$ cat config.mk
export PLATFORM = sky130hd
export DESIGN_NAME = drive_cmd_arbiter
export DESIGN_NICKNAME = d
export VERILOG_FILES = /design/src/rtl/drive_cmd_pkg.sv /design/src/rtl/drive_cmd_arbiter_duty_ramp.sv /design/src/rtl/drive_cmd_arbiter.sv
export SDC_FILE = /design/constraint.sdc
export NUM_CORES = 1
export LEC_CHECK = 0
export BUFFER_PORTS_ARGS = -buffer_cell sky130_fd_sc_hd__buf_2
export CAP_MARGIN = 15
export CORE_MARGIN = 3
export CORE_UTILIZATION = 54
export CTS_CLUSTER_DIAMETER = 50
export CTS_CLUSTER_SIZE = 16
export DETAILED_ROUTE_END_ITERATION = 8
export PLACE_DENSITY = 0.77
export RECOVER_POWER = 100
export SETUP_SLACK_MARGIN = 0.02
export SKIP_CTS_REPAIR_TIMING = 1
export SLEW_MARGIN = 20
export SYNTH_ARGS = -nofsm -noshare
export SYNTH_HDL_FRONTEND = slang
export SYNTH_SLANG_ARGS = --single-unit
$ cat constraint.sdc
create_clock -name CLK -period 2.26 [get_ports CLK]
set_input_delay 0.226 -clock CLK [delete_from_list [all_inputs] [get_ports CLK]]
set_output_delay 0.226 -clock CLK [all_outputs]
set_load 0.005 [all_outputs]
$ cat src/rtl/drive_cmd_pkg.sv
// Shared types, output encodings and remote/UART decode helpers for the
// drive command arbiter.
package drive_cmd_pkg;

    typedef enum logic [1:0] {
        ST_IDLE    = 2'd0,
        ST_DRIVE   = 2'd1,
        ST_BLOCKED = 2'd2
    } state_e;

    typedef enum logic [2:0] {
        CMD_NONE  = 3'd0,
        CMD_FWD   = 3'd1,
        CMD_LEFT  = 3'd2,
        CMD_BRAKE = 3'd3,
        CMD_RIGHT = 3'd4,
        CMD_BACK  = 3'd5
    } cmd_e;

    localparam logic [7:0] SEND_NONE  = 8'h00;
    localparam logic [7:0] SEND_FWD   = 8'h02;
    localparam logic [7:0] SEND_LEFT  = 8'h08;
    localparam logic [7:0] SEND_BRAKE = 8'h10;
    localparam logic [7:0] SEND_RIGHT = 8'h20;
    localparam logic [7:0] SEND_BACK  = 8'h80;

    localparam logic [2:0] STAT_IDLE  = 3'b000;
    localparam logic [2:0] STAT_FWD   = 3'b001;
    localparam logic [2:0] STAT_LEFT  = 3'b010;
    localparam logic [2:0] STAT_BRAKE = 3'b011;
    localparam logic [2:0] STAT_RIGHT = 3'b100;
    localparam logic [2:0] STAT_BACK  = 3'b101;

    localparam logic [7:0] DUTY_MAX = 8'd100;

    function automatic cmd_e ir_decode(input logic [3:0] digit);
        cmd_e c;
        case (digit)
            4'd2:    c = CMD_FWD;
            4'd4:    c = CMD_LEFT;
            4'd5:    c = CMD_BRAKE;
            4'd6:    c = CMD_RIGHT;
            4'd8:    c = CMD_BACK;
            default: c = CMD_NONE;
        endcase
        return c;
    endfunction

    function automatic cmd_e uart_decode(input logic [7:0] code);
        cmd_e c;
        case (code)
            8'h61:   c = CMD_FWD;
            8'h62:   c = CMD_LEFT;
            8'h63:   c = CMD_BRAKE;
            8'h64:   c = CMD_RIGHT;
            8'h65:   c = CMD_BACK;
            default: c = CMD_NONE;
        endcase
        return c;
    endfunction

    function automatic logic [7:0] cmd_send(input cmd_e c);
        logic [7:0] s;
        case (c)
            CMD_FWD:   s = SEND_FWD;
            CMD_LEFT:  s = SEND_LEFT;
            CMD_BRAKE: s = SEND_BRAKE;
            CMD_RIGHT: s = SEND_RIGHT;
            CMD_BACK:  s = SEND_BACK;
            default:   s = SEND_NONE;
        endcase
        return s;
    endfunction

    function automatic logic [2:0] cmd_stat(input cmd_e c);
        logic [2:0] s;
        case (c)
            CMD_FWD:   s = STAT_FWD;
            CMD_LEFT:  s = STAT_LEFT;
            CMD_BRAKE: s = STAT_BRAKE;
            CMD_RIGHT: s = STAT_RIGHT;
            CMD_BACK:  s = STAT_BACK;
            default:   s = STAT_IDLE;
        endcase
        return s;
    endfunction

    // Brake and none carry no direction, so they never count as a reversal.
    function automatic logic cmd_is_moving(input cmd_e c);
        return (c == CMD_FWD) || (c == CMD_LEFT) || (c == CMD_RIGHT) || (c == CMD_BACK);
    endfunction

    function automatic logic [7:0] clamp_pct(input int pct);
        logic [7:0] r;
        if (pct <= 0)
            r = 8'd0;
        else if (pct >= 100)
            r = DUTY_MAX;
        else
            r = 8'(pct);
        return r;
    endfunction

endpackage

$ cat src/rtl/drive_cmd_arbiter_duty_ramp.sv
// Duty target selection plus slew-limited ramp: drops apply at once, rises
// advance by at most RAMP_STEP every RAMP_DIV cycles.
module duty_ramp
    import drive_cmd_pkg::*;
#(
    parameter int PROX_W      = 4,
    parameter int NEAR_THRESH = 8,
    parameter int FAST_DUTY   = 60,
    parameter int SLOW_DUTY   = 40,
    parameter int RAMP_DIV    = 1000,
    parameter int RAMP_STEP   = 5
) (
    input  logic              clk,
    input  logic              rst_n,
    input  state_e            state_nxt,
    input  cmd_e              cmd_nxt,
    input  logic [PROX_W-1:0] prox_dist,
    input  logic              force_zero,
    output logic [6:0]        duty
);

    localparam int DIV_W = (RAMP_DIV > 1) ? $clog2(RAMP_DIV) : 1;
    localparam logic [DIV_W-1:0] DIV_LAST = DIV_W'(RAMP_DIV - 1);
    localparam logic [PROX_W-1:0] NEAR_T =
        (NEAR_THRESH >= (1 << PROX_W)) ? {PROX_W{1'b1}} : PROX_W'(NEAR_THRESH);
    localparam logic [7:0] FAST8 = clamp_pct(FAST_DUTY);
    localparam logic [7:0] SLOW8 = clamp_pct(SLOW_DUTY);
    localparam logic [7:0] STEP8 = clamp_pct(RAMP_STEP);

    logic [7:0]       tgt_d, tgt_q;
    logic [6:0]       duty_d, duty_q;
    logic [DIV_W-1:0] div_d, div_q;
    logic [7:0]       duty_ext, gap, inc, sum;

    // Target follows the state being entered so blocking/idling drops duty on the same edge.
    always_comb begin
        tgt_d = 8'd0;
        if (state_nxt == ST_DRIVE && cmd_is_moving(cmd_nxt))
            tgt_d = (prox_dist <= NEAR_T) ? SLOW8 : FAST8;
    end

    always_comb begin
        duty_ext = {1'b0, duty_q};
        gap      = tgt_q - duty_ext;
        inc      = (gap < STEP8) ? gap : STEP8;
        sum      = duty_ext + inc;
        duty_d   = duty_q;
        div_d    = div_q;
        if (force_zero) begin
            duty_d = 7'd0;
            div_d  = '0;
        end else if (tgt_d != tgt_q) begin
            div_d = '0;
            if (duty_ext > tgt_d)
                duty_d = tgt_d[6:0];
        end else if (duty_ext > tgt_q) begin
            duty_d = tgt_q[6:0];
            div_d  = '0;
        end else if (duty_ext < tgt_q) begin
            if (div_q == DIV_LAST) begin
                div_d  = '0;
                duty_d = sum[7] ? 7'd100 : sum[6:0];
            end else begin
                div_d = div_q + DIV_W'(1);
            end
        end else begin
            div_d = '0;
        end
    end

    always_ff @(posedge clk or negedge rst_n) begin
        if (!rst_n) begin
            tgt_q  <= 8'd0;
            duty_q <= 7'd0;
            div_q  <= '0;
        end else begin
            tgt_q  <= tgt_d;
            duty_q <= duty_d;
            div_q  <= div_d;
        end
    end

    assign duty = duty_q;

endmodule

$ cat src/rtl/drive_cmd_arbiter.sv
// Top-level drive command arbiter: IR/UART strobe arbitration, dead-man
// watchdog, forward obstacle interlock and ramped motor duty.
module drive_cmd_arbiter
    import drive_cmd_pkg::*;
#(
    parameter int PROX_W      = 4,
    parameter int STOP_THRESH = 2,
    parameter int NEAR_THRESH = 8,
    parameter int FAST_DUTY   = 60,
    parameter int SLOW_DUTY   = 40,
    parameter int RAMP_DIV    = 1000,
    parameter int RAMP_STEP   = 5,
    parameter int TIMEOUT_CYC = 50_000_000
) (
    input  logic              CLK,
    input  logic              RST_N,
    input  logic              IR_VALID,
    input  logic [3:0]        IR_DIGIT,
    input  logic              UART_VALID,
    input  logic [7:0]        UART_BYTE,
    input  logic [PROX_W-1:0] PROX_DIST,
    output logic [7:0]        SEND,
    output logic [2:0]        MOTOR_STAT,
    output logic [6:0]        DUTY,
    output logic              CMD_SRC,
    output logic              BAD_CMD,
    output logic              BLOCKED
);

    localparam int WD_W = $clog2(TIMEOUT_CYC);
    localparam logic [WD_W-1:0] WD_LAST = WD_W'(TIMEOUT_CYC - 1);
    localparam logic [PROX_W-1:0] STOP_T =
        (STOP_THRESH >= (1 << PROX_W)) ? {PROX_W{1'b1}} : PROX_W'(STOP_THRESH);

    logic            rst_meta_q, rst_sync_q;
    state_e          state_d, state_q;
    cmd_e            cmd_d, cmd_q;
    logic            src_d, src_q;
    logic            bad_d, bad_q;
    logic [WD_W-1:0] wd_d, wd_q;
    logic            dir_chg;
    cmd_e            strobe_cmd;
    logic            strobe_src, strobe_ok, strobe_bad;
    logic            prox_stop, wd_exp;

    // Reset asserts immediately but is released on a clock edge.
    always_ff @(posedge CLK or negedge RST_N) begin
        if (!RST_N) begin
            rst_meta_q <= 1'b0;
            rst_sync_q <= 1'b0;
        end else begin
            rst_meta_q <= 1'b1;
            rst_sync_q <= rst_meta_q;
        end
    end

    // IR wins a same-cycle collision; the UART strobe is simply dropped.
    always_comb begin
        strobe_cmd = IR_VALID ? ir_decode(IR_DIGIT) : uart_decode(UART_BYTE);
        strobe_src = ~IR_VALID;
        strobe_ok  = (IR_VALID | UART_VALID) && (strobe_cmd != CMD_NONE);
        strobe_bad = (IR_VALID | UART_VALID) && (strobe_cmd == CMD_NONE);
    end

    assign prox_stop = (PROX_DIST <= STOP_T);
    assign wd_exp    = (wd_q == WD_LAST);

    always_comb begin
        state_d = state_q;
        cmd_d   = cmd_q;
        src_d   = src_q;
        bad_d   = strobe_bad;
        wd_d    = wd_q;
        dir_chg = 1'b0;
        if (strobe_ok)
            src_d = strobe_src;
        unique case (state_q)
            ST_IDLE: begin
                wd_d = '0;
                if (strobe_ok) begin
                    state_d = ST_DRIVE;
                    cmd_d   = strobe_cmd;
                end
            end
            ST_DRIVE: begin
                if (strobe_ok) begin
                    cmd_d   = strobe_cmd;
                    wd_d    = '0;
                    dir_chg = cmd_is_moving(cmd_q) && cmd_is_moving(strobe_cmd)
                              && (strobe_cmd != cmd_q);
                end else if (wd_exp) begin
                    state_d = ST_IDLE;
                    cmd_d   = CMD_NONE;
                    wd_d    = '0;
                end else begin
                    wd_d = wd_q + WD_W'(1);
                    if (cmd_q == CMD_FWD && prox_stop)
                        state_d = ST_BLOCKED;
                end
            end
            ST_BLOCKED: begin
                // Only a fresh command releases the interlock; clearance alone does not.
                if (strobe_ok) begin
                    cmd_d = strobe_cmd;
                    wd_d  = '0;
                    if (strobe_cmd != CMD_FWD || !prox_stop)
                        state_d = ST_DRIVE;
                end else if (wd_exp) begin
                    state_d = ST_IDLE;
                    cmd_d   = CMD_NONE;
                    wd_d    = '0;
                end else begin
                    wd_d = wd_q + WD_W'(1);
                end
            end
            default: begin
                state_d = ST_IDLE;
                cmd_d   = CMD_NONE;
                wd_d    = '0;
            end
        endcase
    end

    always_ff @(posedge CLK or negedge rst_sync_q) begin
        if (!rst_sync_q) begin
            state_q <= ST_IDLE;
            cmd_q   <= CMD_NONE;
            src_q   <= 1'b0;
            bad_q   <= 1'b0;
            wd_q    <= '0;
        end else begin
            state_q <= state_d;
            cmd_q   <= cmd_d;
            src_q   <= src_d;
            bad_q   <= bad_d;
            wd_q    <= wd_d;
        end
    end

    always_comb begin
        SEND       = SEND_NONE;
        MOTOR_STAT = STAT_IDLE;
        BLOCKED    = 1'b0;
        unique case (state_q)
            ST_DRIVE: begin
                SEND       = cmd_send(cmd_q);
                MOTOR_STAT = cmd_stat(cmd_q);
            end
            ST_BLOCKED: begin
                SEND       = SEND_BRAKE;
                MOTOR_STAT = STAT_BRAKE;
                BLOCKED    = 1'b1;
            end
            default: ;
        endcase
    end

    assign CMD_SRC = src_q;
    assign BAD_CMD = bad_q;

    duty_ramp #(
        .PROX_W      (PROX_W),
        .NEAR_THRESH (NEAR_THRESH),
        .FAST_DUTY   (FAST_DUTY),
        .SLOW_DUTY   (SLOW_DUTY),
        .RAMP_DIV    (RAMP_DIV),
        .RAMP_STEP   (RAMP_STEP)
    ) u_duty_ramp (
        .clk        (CLK),
        .rst_n      (rst_sync_q),
        .state_nxt  (state_d),
        .cmd_nxt    (cmd_d),
        .prox_dist  (PROX_DIST),
        .force_zero (dir_chg),
        .duty       (DUTY)
    );

endmodule

==> results.md, run 1 <==
- Status: finished, violations left
- Failing checks: setup timing
- Top cells by count, synth: dfrtp_1, nor2_1, nand2_1
- Worst vdd ir: ~600 uV
- Minimum clock period: a little over 4 ns
- Yosys reg bits: 54
- Initial antenna violation count: 0
- Logic pwr share: 69.8%
- Int Pwr: about 3500 uW
- Cell mode on critical path: or3_4
- Tcrit/Tclk final: 183.7%
- Sequential share of power: 19.3%
- Top_reg_cell synth: dfrtp_1
- Max Cap Viol: 0
- Number of synthesized flops with an enable pin: 0
- Warnings, synthesis: 0
- Die width: 90.42 um
- First-pass GRT wire length: ~17000 um
- Clk root buf: clkbuf_8
- CP required: 2.49 ns
- CTS Buf Count: 5
- Number of fill cells: between 400 and 500
- Simple-gate share of the synthesized area: 27.11%
- Fraction of registers with async set/reset: 100.0%
- Synth top area cells: dfrtp_1, ha_1, xor2_1
- Largest net degree at the start of global routing: 33
- Fin. Hold Viols: 0
- Max Fclk: between 0.2 and 0.25 GHz
- Pre-CTS WS: -2.045 ns
- Mux cell area share after synthesis: 0.8127%
- Worst Path Class, Setup: flip-flop to flip-flop
- DRC violations left: 0
- Main combinational cell family by area after synthesis: simple AND/OR/NAND/NOR gates
- Max incr delay on CP: 0.55 ns
- Psw: 2703 uW
- Worst Tran Pin Value: 0.8609 ns
- Initial DRC count: 284
- Die area: 8176 um^2
- Data arrival time of the worst path: 4.38 ns
- Post-route setup slack: -1.892 ns
- Max Slew Vio Count: 0
- RSZ-0062 raised after global routing: yes
- Total Power: roughly 6300 uW
- Via density: 5.459
- Clock transition at path regs: roughly 0.11 ns
- Share of layout cells above drive strength 1: 33.65%
- Diode count: 0
- DP HPWL: 8020 um
- Clk Latency, worst-skew pair: 0.31 ns
- Endpoint class of the critical path: flip-flop
- Critical path buffers and inverters: 2
- Total Nets Final: around 670
- Total track usage: between 20% and 30%
- Synth Area in Compound Gates: between 15 and 20%
- Routability congestion estimate: 0.9740
- Distinct cells, synth: 62
- Post-synthesis cell area: 3849 um^2
- Top Ports: 41
- Worst-path cell chain: ha_2 > and4_4 > nand3_4 > nor4_4 > buf_6 > o211ai_1 > a32oi_1 > or4_4 > or3_4 > inv_4 > ha_4 > nor2b_2 > o21a_1 > o21ai_1 > nand2b_1 > a21oi_2 > mux2i_1 > or3_4 > o211a_1 > a211oi_2
- Clock sinks: 54
- CTS max path bufs: 2
- Htree depth: 2
- Share of the synthesized area in the top cell type: 35.11%
- Clock Skews: 0.007368 ns
- Remaining antenna violation count: 0
- Via Count: 3963
- Avg Cell Area, Syn: 8.534 um^2
- Initial Util: 56.03%
- Synth Area in Adders: 7.672%
- Slew headroom: a little over two fifths
- Row count: 30
- TNS Setup: -19.63 ns
- Sw Share: 43.24%
- Clock power share: 10.9%
- Count of input and output buffers: 37
- CP Launch Type: flip-flop
- Worst Reg2Reg Path Length in Cells: 20
- CP Max Fanout: 7
- P per Cell Area: between 1000 and 1500 nW/um^2
- Dominant cell type by area after synthesis: dfrtp_1
- Slowest-stage cell, CP: or4_4
- Delay-heaviest family, CP: simple AND/OR/NAND/NOR gates
- Vias in the first global route: 3872
- CTS tree: built
- Worst hold margin: 0.2111 ns
- Xor-xnor portion of the synthesized cell area: a little under a tenth
- DR WL/cell: 14.39 um
- Total Routed Length: 10450 um
- Leak pwr: 0.002613 uW
- DR pass1 iterations: 5
- Setup violations, final: 19
- Min-Delay Path Class: primary input to asynchronous set/reset pin
- Mapped Cells: around 450
- Die Height: 90.42 um
- Overflow after GRT: 0
- Sequential area share after synthesis: between 30% and 40%
- Cell count along the critical path: 20
- Area Overhead vs Synth: 40.70%
- Core area: 6869 um^2
==> worst paths after layout <==
| path | startpoint | to | slack, ns |
|---|---|---|---|
| max in group asynchronous | rst_sync_q$_DFF_PN0_ | cmd_q[1]$_DFF_PN0_ | 0.63 |
| min reg2reg | rst_sync_q$_DFF_PN0_ | u_duty_ramp.div_q[0]$_DFF_PN0_ | 0.36 |
| min in group CLK | rst_meta_q$_DFF_PN0_ | rst_sync_q$_DFF_PN0_ | 0.37 |
| max | wd_q[0]$_DFF_PN0_ | u_duty_ramp.duty[2]$_DFFE_PN0P_ | -1.89 |
| max reg2reg | wd_q[0]$_DFF_PN0_ | u_duty_ramp.duty[2]$_DFFE_PN0P_ | -1.89 |
| min | RST_N | rst_sync_q$_DFF_PN0_ | 0.21 |
==> layout make-up <==
| type | instances | area [um^2] | area share, % |
|---|---|---|---|
| multi-input combinational | 360 | 2497 | 46.12 |
| inverter | 28 | 107.6 | 1.987 |
| timing repair buffer | 180 | 1221 | 22.55 |
| clock inverter | 3 | 48.80 | 0.9011 |
| clock buffer | 5 | 68.82 | 1.271 |
| tap | 96 | 120.1 | 2.218 |
| sequential | 54 | 1351 | 24.95 |
==> power by group through the flow <==
stage / registers [uW] / logic (uW) / clock network (uW)
2_1_floorplan: 1260 / 2310 / 0
3_3_place_gp: 1210 / 3920 / 0
3_5_place_dp: 1220 / 4070 / 0
4_1_cts: 1200 / 4100 / 696
5_1_grt: 1220 / 4810 / 734
6_report: 1210 / 4360 / 682
==> logic make-up after synthesis <==
family                   after synthesis
XOR/XNOR                              40
adder cells (fa/ha/maj)               23
flip-flops                            54
multiplexers                           3
AND/OR/NAND/NOR                      202
buffers and inverters                 42
AO/OA/AOI/OAI                         85
other                                  2
==> cells in the final DEF (no fill, tap or decap), types with 3 or more instances in the layout <==
| cell type | Yosys | layout |
|---|---|---|
| nand4_1 | 4 | 4 |
| or3_1 | 6 | 5 |
| buf_4 | 3 | 124 |
| clkbuf_2 | 0 | 3 |
| and3_1 | 10 | 10 |
| a211oi_2 | 0 | 3 |
| a21o_1 | 5 | 5 |
| inv_1 | 28 | 27 |
| o21ai_0 | 10 | 9 |
| ha_1 | 22 | 19 |
| xnor2_1 | 16 | 16 |
| buf_2 | 2 | 32 |
| nor3b_1 | 3 | 3 |
| or2_2 | 4 | 4 |
| conb_1 | 2 | 7 |
| and2_1 | 3 | 3 |
| o211a_1 | 3 | 3 |
| clkbuf_8 | 0 | 5 |
| nand2_1 | 39 | 38 |
| o21bai_1 | 5 | 5 |
| clkbuf_4 | 0 | 4 |
| nor2b_1 | 5 | 4 |
| a32oi_1 | 3 | 3 |
| a21oi_1 | 20 | 18 |
| a211oi_1 | 8 | 5 |
| a22oi_1 | 4 | 4 |
| clkbuf_1 | 8 | 14 |
| nand2b_1 | 4 | 4 |
| nand3_1 | 24 | 23 |
| nor4b_1 | 5 | 3 |
| o211ai_1 | 3 | 3 |
| nor3_1 | 23 | 21 |
| a31oi_1 | 3 | 3 |
| dfrtp_1 | 54 | 54 |
| xor2_1 | 24 | 24 |
| nor2_1 | 54 | 53 |
==> stage by stage <==
| stage | utilization, % | instances | cell area (um^2) |
|---|---|---|---|
| final | 78.83 | 726 | 5415 |
| after global routing | 78.83 | 726 | 5415 |
| after CTS | 77.45 | 721 | 5320 |
| after detailed placement | 75.74 | 713 | 5202 |
| after global placement | 75.74 | 713 | 5202 |
| after floorplan | - | 456 | 3910 |
==> state kept, by name (all words and copies together) (netlist names) <==
name and cells:
BAD_CMD 1, CMD_SRC 1, cmd_q 3, rst_meta_q 1, rst_sync_q 1, state_q 2
u_duty_ramp.div_q 10, u_duty_ramp.duty 7, u_duty_ramp.tgt_q 2, wd_q 26
==> routing by layer <==
metal / vias up / global-route usage (%) / part of all wire, %
met5: - / 0 / 0
met4: 0 / 6.633 / 1.3
met3: 14 / 3.750 / 3.9
li1: 1958 / - / -
met1: 1881 / 31.57 / 43
met2: 110 / 45.18 / 52
No activity file was read; power rests on OpenSTA's default activity.
==> inputs of run 2 (changes only) <==
--- a/config.mk
+++ b/config.mk
@@ -7,12 +7,14 @@
 export LEC_CHECK = 0
 export BUFFER_PORTS_ARGS = -buffer_cell sky130_fd_sc_hd__buf_2
 export CAP_MARGIN = 15
+export CELL_PAD_IN_SITES_DETAIL_PLACEMENT = 2
+export CELL_PAD_IN_SITES_GLOBAL_PLACEMENT = 2
 export CORE_MARGIN = 3
-export CORE_UTILIZATION = 54
+export CORE_UTILIZATION = 36
 export CTS_CLUSTER_DIAMETER = 50
 export CTS_CLUSTER_SIZE = 16
 export DETAILED_ROUTE_END_ITERATION = 8
-export PLACE_DENSITY = 0.77
+export PLACE_DENSITY = 0.83
 export RECOVER_POWER = 100
 export SETUP_SLACK_MARGIN = 0.02
 export SKIP_CTS_REPAIR_TIMING = 1
==> constraint.sdc (replaced) <==
create_clock -name CLK -period 2.26 [get_ports CLK]
set_input_delay 0.452 -clock CLK [delete_from_list [all_inputs] [get_ports CLK]]
set_output_delay 0.452 -clock CLK [all_outputs]
set_load 0.005 [all_outputs]
==> run 2 against run 1 <==
The run now fails in global routing (5_1_grt). Synthesized cell count did not move. Synthesized area did not move.
==> results.md, run 2 <==
- Status: stopped before the end
- CTS max path bufs: 2 (unchanged)
- Share of the synthesized area in the top cell type: 35.11% (unchanged)
- Yosys reg bits: 54 (unchanged)
- Die width: 109.4 um (+21%)
- CTS Buf Count: 5 (unchanged)
- DP HPWL: 14280 um (+78%)
- Top cells by count, synth: dfrtp_1, nor2_1, nand2_1
- Distinct cells, synth: 62 (unchanged)
- Worst End Pin Type: register data pin
- Mapped Cells: 451 (unchanged)
- Error: [ERROR DPL-0033] detailed placement checks failed during check placement.
- Stopped at: global routing (5_1_grt)
- Synth top area cells: dfrtp_1, ha_1, xor2_1
- Sequential area share after synthesis: 35.11% (unchanged)
- Placed cell count: 758 (+6.3%)
- Initial Util: 37.11% (-19 points)
- Clk root buf: clkbuf_8
- Htree depth: 2 (unchanged)
- Post-synthesis cell area: 3849 um^2 (unchanged)
- Top Ports: 41 (unchanged)
- Row count: 37 (+23%)
- Clock sinks: 54 (unchanged)
- Largest net degree at the start of global routing: 26
- Avg Cell Area, Syn: 8.534 um^2 (unchanged)
- Warnings, synthesis: 0 (unchanged)
- Count of input and output buffers: 37 (unchanged)
- Top_reg_cell synth: dfrtp_1
- Dominant cell type by area after synthesis: dfrtp_1
- Initial antenna violation count: 2
- Fraction of registers with async set/reset: 100.0% (unchanged)
- Critical endpoint after global-route timing repair: u_duty_ramp.duty[3]$_DFFE_PN0P_/D
- Die Height: 109.4 um (+21%)
- Routability congestion estimate: 0.8721 (-10%)
- Number of synthesized flops with an enable pin: 0 (unchanged)
## run 2: cell counts after synthesis
No cell type changed its count.
## run 2: cell families after synthesis
group           after synthesis  synth area share (%)
compound gates               85                 15.35
xor+xnor                     40                 9.103
fa+ha+maj                    23                 7.672
buf+inv                      42                 4.649
flops                        54                 35.11
mux                           3                0.8127
other cells                   2                0.1951
simple gates                202                 27.11
## run 2: per-stage QoR
stage	cell area (um^2)	setup TNS, ns	util, %	hold WS, ns	setup slack, ns
after floorplan	3904	-24.18	-	0.1564	-2.077
after global placement	5271	-28.48	50.83	0.2374	-2.128
after detailed placement	5271	-38.95	50.83	0.2419	-2.555
after CTS	5369	-30.78	51.77	-0.1245	-2.249
==> inputs of run 3 (changes only) <==
--- a/config.mk
+++ b/config.mk
@@ -7,16 +7,11 @@
 export LEC_CHECK = 0
 export BUFFER_PORTS_ARGS = -buffer_cell sky130_fd_sc_hd__buf_2
 export CAP_MARGIN = 15
-export CELL_PAD_IN_SITES_DETAIL_PLACEMENT = 2
-export CELL_PAD_IN_SITES_GLOBAL_PLACEMENT = 2
 export CORE_MARGIN = 3
-export CORE_UTILIZATION = 36
-export CTS_CLUSTER_DIAMETER = 50
-export CTS_CLUSTER_SIZE = 16
+export CORE_UTILIZATION = 39
 export DETAILED_ROUTE_END_ITERATION = 8
-export PLACE_DENSITY = 0.83
+export PLACE_DENSITY_LB_ADDON = 0.15
 export RECOVER_POWER = 100
-export SETUP_SLACK_MARGIN = 0.02
 export SKIP_CTS_REPAIR_TIMING = 1
 export SLEW_MARGIN = 20
 export SYNTH_ARGS = -nofsm -noshare
==> run 3 against run 2 <==
The flow now finishes, with violations (setup timing).
==> results.md, run 3 (synthesis gave the netlist of run 1 again) <==
- Status: finished, violations left
- Failing checks: setup timing
- Diode count: 0
- Sw Share: 43.46%
- Min-Delay Path Class: flip-flop to asynchronous set/reset pin
- Top Ports: 41 (unchanged)
- Number of fill cells: 843
- Sequential share of power: about 18%
- Clock Skews: 0.004884 ns
- Initial Util: 40.88% (+3.8 points)
- DRC violations left: 0
- Count of input and output buffers: 37 (unchanged)
- Max incr delay on CP: 0.52 ns
- Via Count: slightly below 4000
- Logic pwr share: 72.4%
- Clock sinks: 54 (unchanged)
- Worst Tran Pin Value: 0.8672 ns
- RSZ-0062 raised after global routing: yes
- Initial antenna violation count: 0
- Overflow after GRT: 0
- Total track usage: a little under a fifth
- Placed cell count: 748 (-1.3%)
- P per Cell Area: about 1200 nW/um^2
- Routability congestion estimate: 0.9048 (+3.7%)
- Core area: 9415 um^2
- Data arrival time of the worst path: about 4.3 ns
- Largest net degree at the start of global routing: 34
- Minimum clock period: 4.043 ns
- Worst hold margin: 0.3462 ns
- Remaining antenna violation count: 0
- Cell mode on critical path: or3_4
- Endpoint class of the critical path: flip-flop
- DP HPWL: 7914 um (-45%)
- Slowest-stage cell, CP: or4_4
- Clk root buf: clkbuf_8
- Fin. Hold Viols: 0
- Worst-path cell chain: buf_2 > nor4b_4 > nand2_2 > or3_4 > and3_4 > o21a_1 > or4_4 > or3_4 > inv_4 > ha_4 > nor2b_2 > o21a_1 > o21ai_1 > nand2b_1 > a21oi_2 > mux2i_1 > or3_4 > a21oi_4 > a32o_1
- Psw: 2930 uW
- CP Launch Type: primary input
- Commonest cells after routing, fill and taps aside: buf_4, dfrtp_1, nor2_1, nand2_1, buf_2
- Max Fclk: 0.2474 GHz
- Max Slew Vio Count: 0
- Worst Path Class, Setup: primary input to flip-flop
- Worst Reg2Reg Path Length in Cells: 18
- Largest register FFs: 26
- Via density: 5.108
- Htree depth: 2 (unchanged)
- Most flops, register: wd_q
- Clock transition at path regs: 0.10 ns
- Tcrit/Tclk final: 178.9%
- Max Cap Viol: 0
- CP Max Fanout: 6
- Area Overhead vs Synth: 50.29%
- CTS max path bufs: 2 (unchanged)
- Leak pwr: 0.002722 uW
- Worst setup startpoint: UART_BYTE[4]
- Die Height: 105.3 um (-3.7%)
- Total Nets Final: roughly 680
- Clock power share: 9.8%
- Die area: about 11000 um^2
- Clk Latency, worst-skew pair: approximately 0.31 ns
- Post-route setup slack: -1.783 ns
- Final cell count without fillers: ~770
- Reg-to-reg critical path startpoint: wd_q[16]$_DFF_PN0_
- Slew headroom: 42.18%
- First-pass GRT wire length: between 15000 and 20000 um
- Die width: 105.3 um (-3.7%)
- Int Pwr: between 3000 and 4000 uW
- CTS Buf Count: 5 (unchanged)
- DR pass1 iterations: 4
- Initial DRC count: 103
- Commonest non-fill, non-tap cell in the layout: buf_4
- Total Routed Length: 10550 um
- Share of layout cells above drive strength 1: 39.59%
- DR WL/cell: 13.74 um
- Vias in the first global route: 3814
- Setup violations, final: 19
- CP required: 2.51 ns
- CTS tree: built
- Worst vdd ir: 662.8 uV
- Row count: 35 (-5.4%)
run 3: final cells by class:
type	count	area, um^2	share of cell area, %
Clock inverter	3	43.79	0.7571
Tap cell	129	161.4	2.790
Sequential cell	54	1351	23.36
Timing Repair Buffer	189	1340	23.17
Inverter	28	107.6	1.860
Clock buffer	5	68.82	1.190
Multi-Input combinational cell	360	2711	46.87
run 3: worst paths after layout:
check                      slack (ns)                              end
max                             -1.78  u_duty_ramp.duty[3]$_DFFE_PN0P_
min                              0.35   u_duty_ramp.div_q[0]$_DFF_PN0_
max reg2reg                     -1.77  u_duty_ramp.duty[3]$_DFFE_PN0P_
min reg2reg                      0.35   u_duty_ramp.div_q[0]$_DFF_PN0_
max in group asynchronous        0.58                wd_q[5]$_DFF_PN0_
min in group CLK                 0.37             rst_sync_q$_DFF_PN0_
run 3: power groups by stage:
| stage | Sequential (uW) | Combinational, uW | Clock (uW) |
|---|---|---|---|
| after floorplan | 1260 | 2300 | 0 |
| after global placement | 1220 | 3980 | 0 |
| after detailed placement | 1220 | 4070 | 0 |
| after CTS | 1200 | 4100 | 689 |
| after global routing | 1220 | 5320 | 723 |
| final | 1200 | 4880 | 661 |
run 3: critical path: cells and delay by family:
family / cells / cell delay, ns
AO/OA/AOI/OAI: 6 / 1.02
adder cells (fa/ha/maj): 1 / 0.12
buffers and inverters: 2 / 0.19
multiplexers: 1 / 0.11
AND/OR/NAND/NOR: 9 / 2.41
run 3: through the flow:
stage               setup slack [ns]  instance area, um^2  power, uW  setup TNS (ns)  utilization, %
global route                  -1.929                 5784       7267          -22.48           61.44
floorplan                     -2.077                 3904       3564          -24.18               -
detailed placement            -2.273                 5253       5293          -33.57           55.79
finish                        -1.783                 5784       6741          -19.38           61.44
CTS                           -1.954                 5365       5987          -21.97           56.98
global placement              -2.131                 5253       5199          -31.73           55.79
run 3: metal layers:
metal  global-route usage (%)  up-vias  wire length (um)
met3                    2.021       11               246
met5                        0        -                 0
li1                         -     1963                 -
met2                    32.29       49              5357
met1                    24.03     1900              4820
met4                    3.936        0               130
==> inputs of run 4 (changes only) <==
--- a/config.mk
+++ b/config.mk
@@ -12,7 +12,6 @@
 export DETAILED_ROUTE_END_ITERATION = 8
 export PLACE_DENSITY_LB_ADDON = 0.15
 export RECOVER_POWER = 100
-export SKIP_CTS_REPAIR_TIMING = 1
 export SLEW_MARGIN = 20
 export SYNTH_ARGS = -nofsm -noshare
 export SYNTH_HDL_FRONTEND = slang
==> run 4 against run 3 <==
Highest routed layer unchanged. Clock power hardly changed. Total power is 1.7% higher. The run still ends with setup timing left. Clock-buffer cell count stayed put. Fmax is 0.48% higher. Largest power group unchanged. Setup slack better by 0.019 ns. Critical endpoint unchanged.
==> results.md, run 4 (synthesis gave the netlist of run 1 again) <==
- Clk Latency, worst-skew pair: 0.31 ns (about the same)
- Placed cell count: 748 (unchanged)
- Worst-path cell chain: buf_6 > nor4b_4 > nand2_2 > or3_4 > and3_4 > o21a_1 > or4_4 > or3_4 > inv_4 > ha_4 > nor2b_2 > o21a_1 > o21ai_1 > nand2b_1 > a21oi_2 > mux2i_1 > or3_4 > a21oi_4 > a32o_1
- CP Max Fanout: 6 (unchanged)
- Max incr delay on CP: 0.54 ns (+0.02 ns)
- Pre-CTS WS: -2.273 ns (unchanged)
- Largest register FFs: 26 (unchanged)
- Clock sinks: 54 (unchanged)
- Setup violations, final: 20 (+1)
- Leak pwr: 0.002720 uW (about the same)
- Core area: 9415 um^2 (unchanged)
- Most flops, register: wd_q
- Max Fclk: 0.2485 GHz (+0.48%)
- Final cell count without fillers: 772 (+0.52%)
- Endpoint class of the critical path: flip-flop
- Clock Skews: 0.009425 ns (+0.004540 ns)
- Delay-heaviest family, CP: simple AND/OR/NAND/NOR gates
- Htree depth: 2 (unchanged)
- DRC violations left: 0 (unchanged)
- Clk root buf: clkbuf_8
- TNS Setup: -20.06 ns (-0.6789 ns)
- GR Util met1: 25.33% (+1.3 points)
- RSZ-0062 raised after global routing: yes
- Slowest-stage cell, CP: or4_4
- Worst Tran Pin Value: 0.8551 ns (-0.01217 ns)
- Most used routing layer: met2
- CP required: 2.52 ns (about the same)
- Remaining antenna violation count: 0 (unchanged)
- Area Overhead vs Synth: 51.50%
- Commonest cells after routing, fill and taps aside: buf_4, dfrtp_1, nor2_1, nand2_1, buf_2
- CTS Buf Count: 5 (unchanged)
- Clock transition at path regs: 0.10 ns (about the same)
- Slew headroom: 43.00% (+0.81 points)
- Die area: 11100 um^2 (unchanged)
- Data arrival time of the worst path: 4.28 ns (-0.02 ns)
- DR pass1 iterations: 4 (unchanged)
- CTS max path bufs: 2 (unchanged)
- Share of layout cells above drive strength 1: 40.44% (+0.84 points)
- CP Launch Type: primary input
- Overflow after GRT: 0 (unchanged)
- Initial DRC count: 121 (+17%)
- Row count: 35 (unchanged)
- Via density: 5.093 (-0.29%)
- Met3 Use GR: 2.021% (unchanged)
- Die Height: 105.3 um (unchanged)
- DR WL/cell: 13.71 um (-0.22%)
- Initial antenna violation count: 0 (unchanged)
- Status: finished, violations left
- Routability congestion estimate: 0.9048 (unchanged)
- Max Cap Viol: 0 (unchanged)
- Total track usage: 19.47% (+1.2 points)
- Critical path buffers and inverters: 2 (unchanged)
- Worst Path Class, Setup: primary input to flip-flop
- Commonest non-fill, non-tap cell in the layout: buf_4
- Failing checks: setup timing
- Tcrit/Tclk final: 178.0% (-0.86 points)
- Total Nets Final: 685 (+0.59%)
- Max Slew Vio Count: 0 (unchanged)
- Minimum clock period: 4.023 ns (-0.01939 ns)
- Fin. Hold Viols: 0 (unchanged)
- Total Power: 6858 uW (+1.7%)
- Initial Util: 40.88% (unchanged)
- Setup slack, reg-to-reg: -1.74 ns (+0.03 ns)
- Diode count: 0 (unchanged)
- Worst vdd ir: 758.4 uV (+14%)
- Met2 Use GR: 34.84% (+2.6 points)
- Cell mode on critical path: or3_4
- Top Ports: 41 (unchanged)
- Min-Delay Path Class: flip-flop to asynchronous set/reset pin
- Count of input and output buffers: 37 (unchanged)
- Vias in the first global route: 4012 (+5.2%)
- DP HPWL: 7914 um (unchanged)
- First-pass GRT wire length: 18130 um (+6.4%)
- Post-route setup slack: -1.763 ns (+0.01939 ns)
- Via Count: 3932 (+0.23%)
- P per Cell Area: 1176 nW/um^2 (+0.93%)
- CTS tree: built
- Die width: 105.3 um (unchanged)
- Largest net degree at the start of global routing: 34 (unchanged)
- Total Routed Length: 10590 um (+0.30%)
## run 4: repair_timing
action,in CTS,in global routing
endpoints found under the hold margin,2,0
buffers inserted,10,4
pin swaps,22,17
cloned,1,0
hold buffers,1,0
resized for setup,46,42
setup endpoints to repair,22,47
## run 4: per-stage QoR
stage               utilization, %  instance area, um^2  hold WS [ns]
finish                       61.93                 5831        0.3463
global route                 61.93                 5831        0.3909
CTS                          60.16                 5664        0.2521
detailed placement           55.79                 5253        0.2378
global placement             55.79                 5253        0.2358
floorplan                        -                 3904        0.1564
## run 4: layer usage
layer  up-vias  routed length (um)
li1       1973                   -
met1      1882                4807
met2        68                5371
met3         9                 305
met4         0                 102
met5         -                   0
## run 4: worst paths after layout
path,start,endpoint,cells after the start
setup / recovery,UART_BYTE[4],u_duty_ramp.duty[3]$_DFFE_PN0P_,19
hold / removal,rst_sync_q$_DFF_PN0_,u_duty_ramp.div_q[4]$_DFF_PN0_,0
setup reg to reg,wd_q[16]$_DFF_PN0_,u_duty_ramp.duty[3]$_DFFE_PN0P_,20
hold reg to reg,rst_sync_q$_DFF_PN0_,u_duty_ramp.div_q[4]$_DFF_PN0_,0
max in group asynchronous,rst_sync_q$_DFF_PN0_,wd_q[5]$_DFF_PN0_,1
min in group CLK,rst_meta_q$_DFF_PN0_,rst_sync_q$_DFF_PN0_,0
## run 4: cell type report
type | instances | area, um^2
clock buffer | 5 | 68.82
timing repair buffer | 193 | 1376
tap | 129 | 161.4
fill | 835 | 3585
multi-input combinational | 360 | 2721
sequential | 54 | 1351
clock inverter | 3 | 43.79
inverter | 28 | 107.6
## run 4: power breakdown
group,internal (uW),switching [uW]
Combinational,2480,2520
Clock,333,327
Sequential,1110,89.0
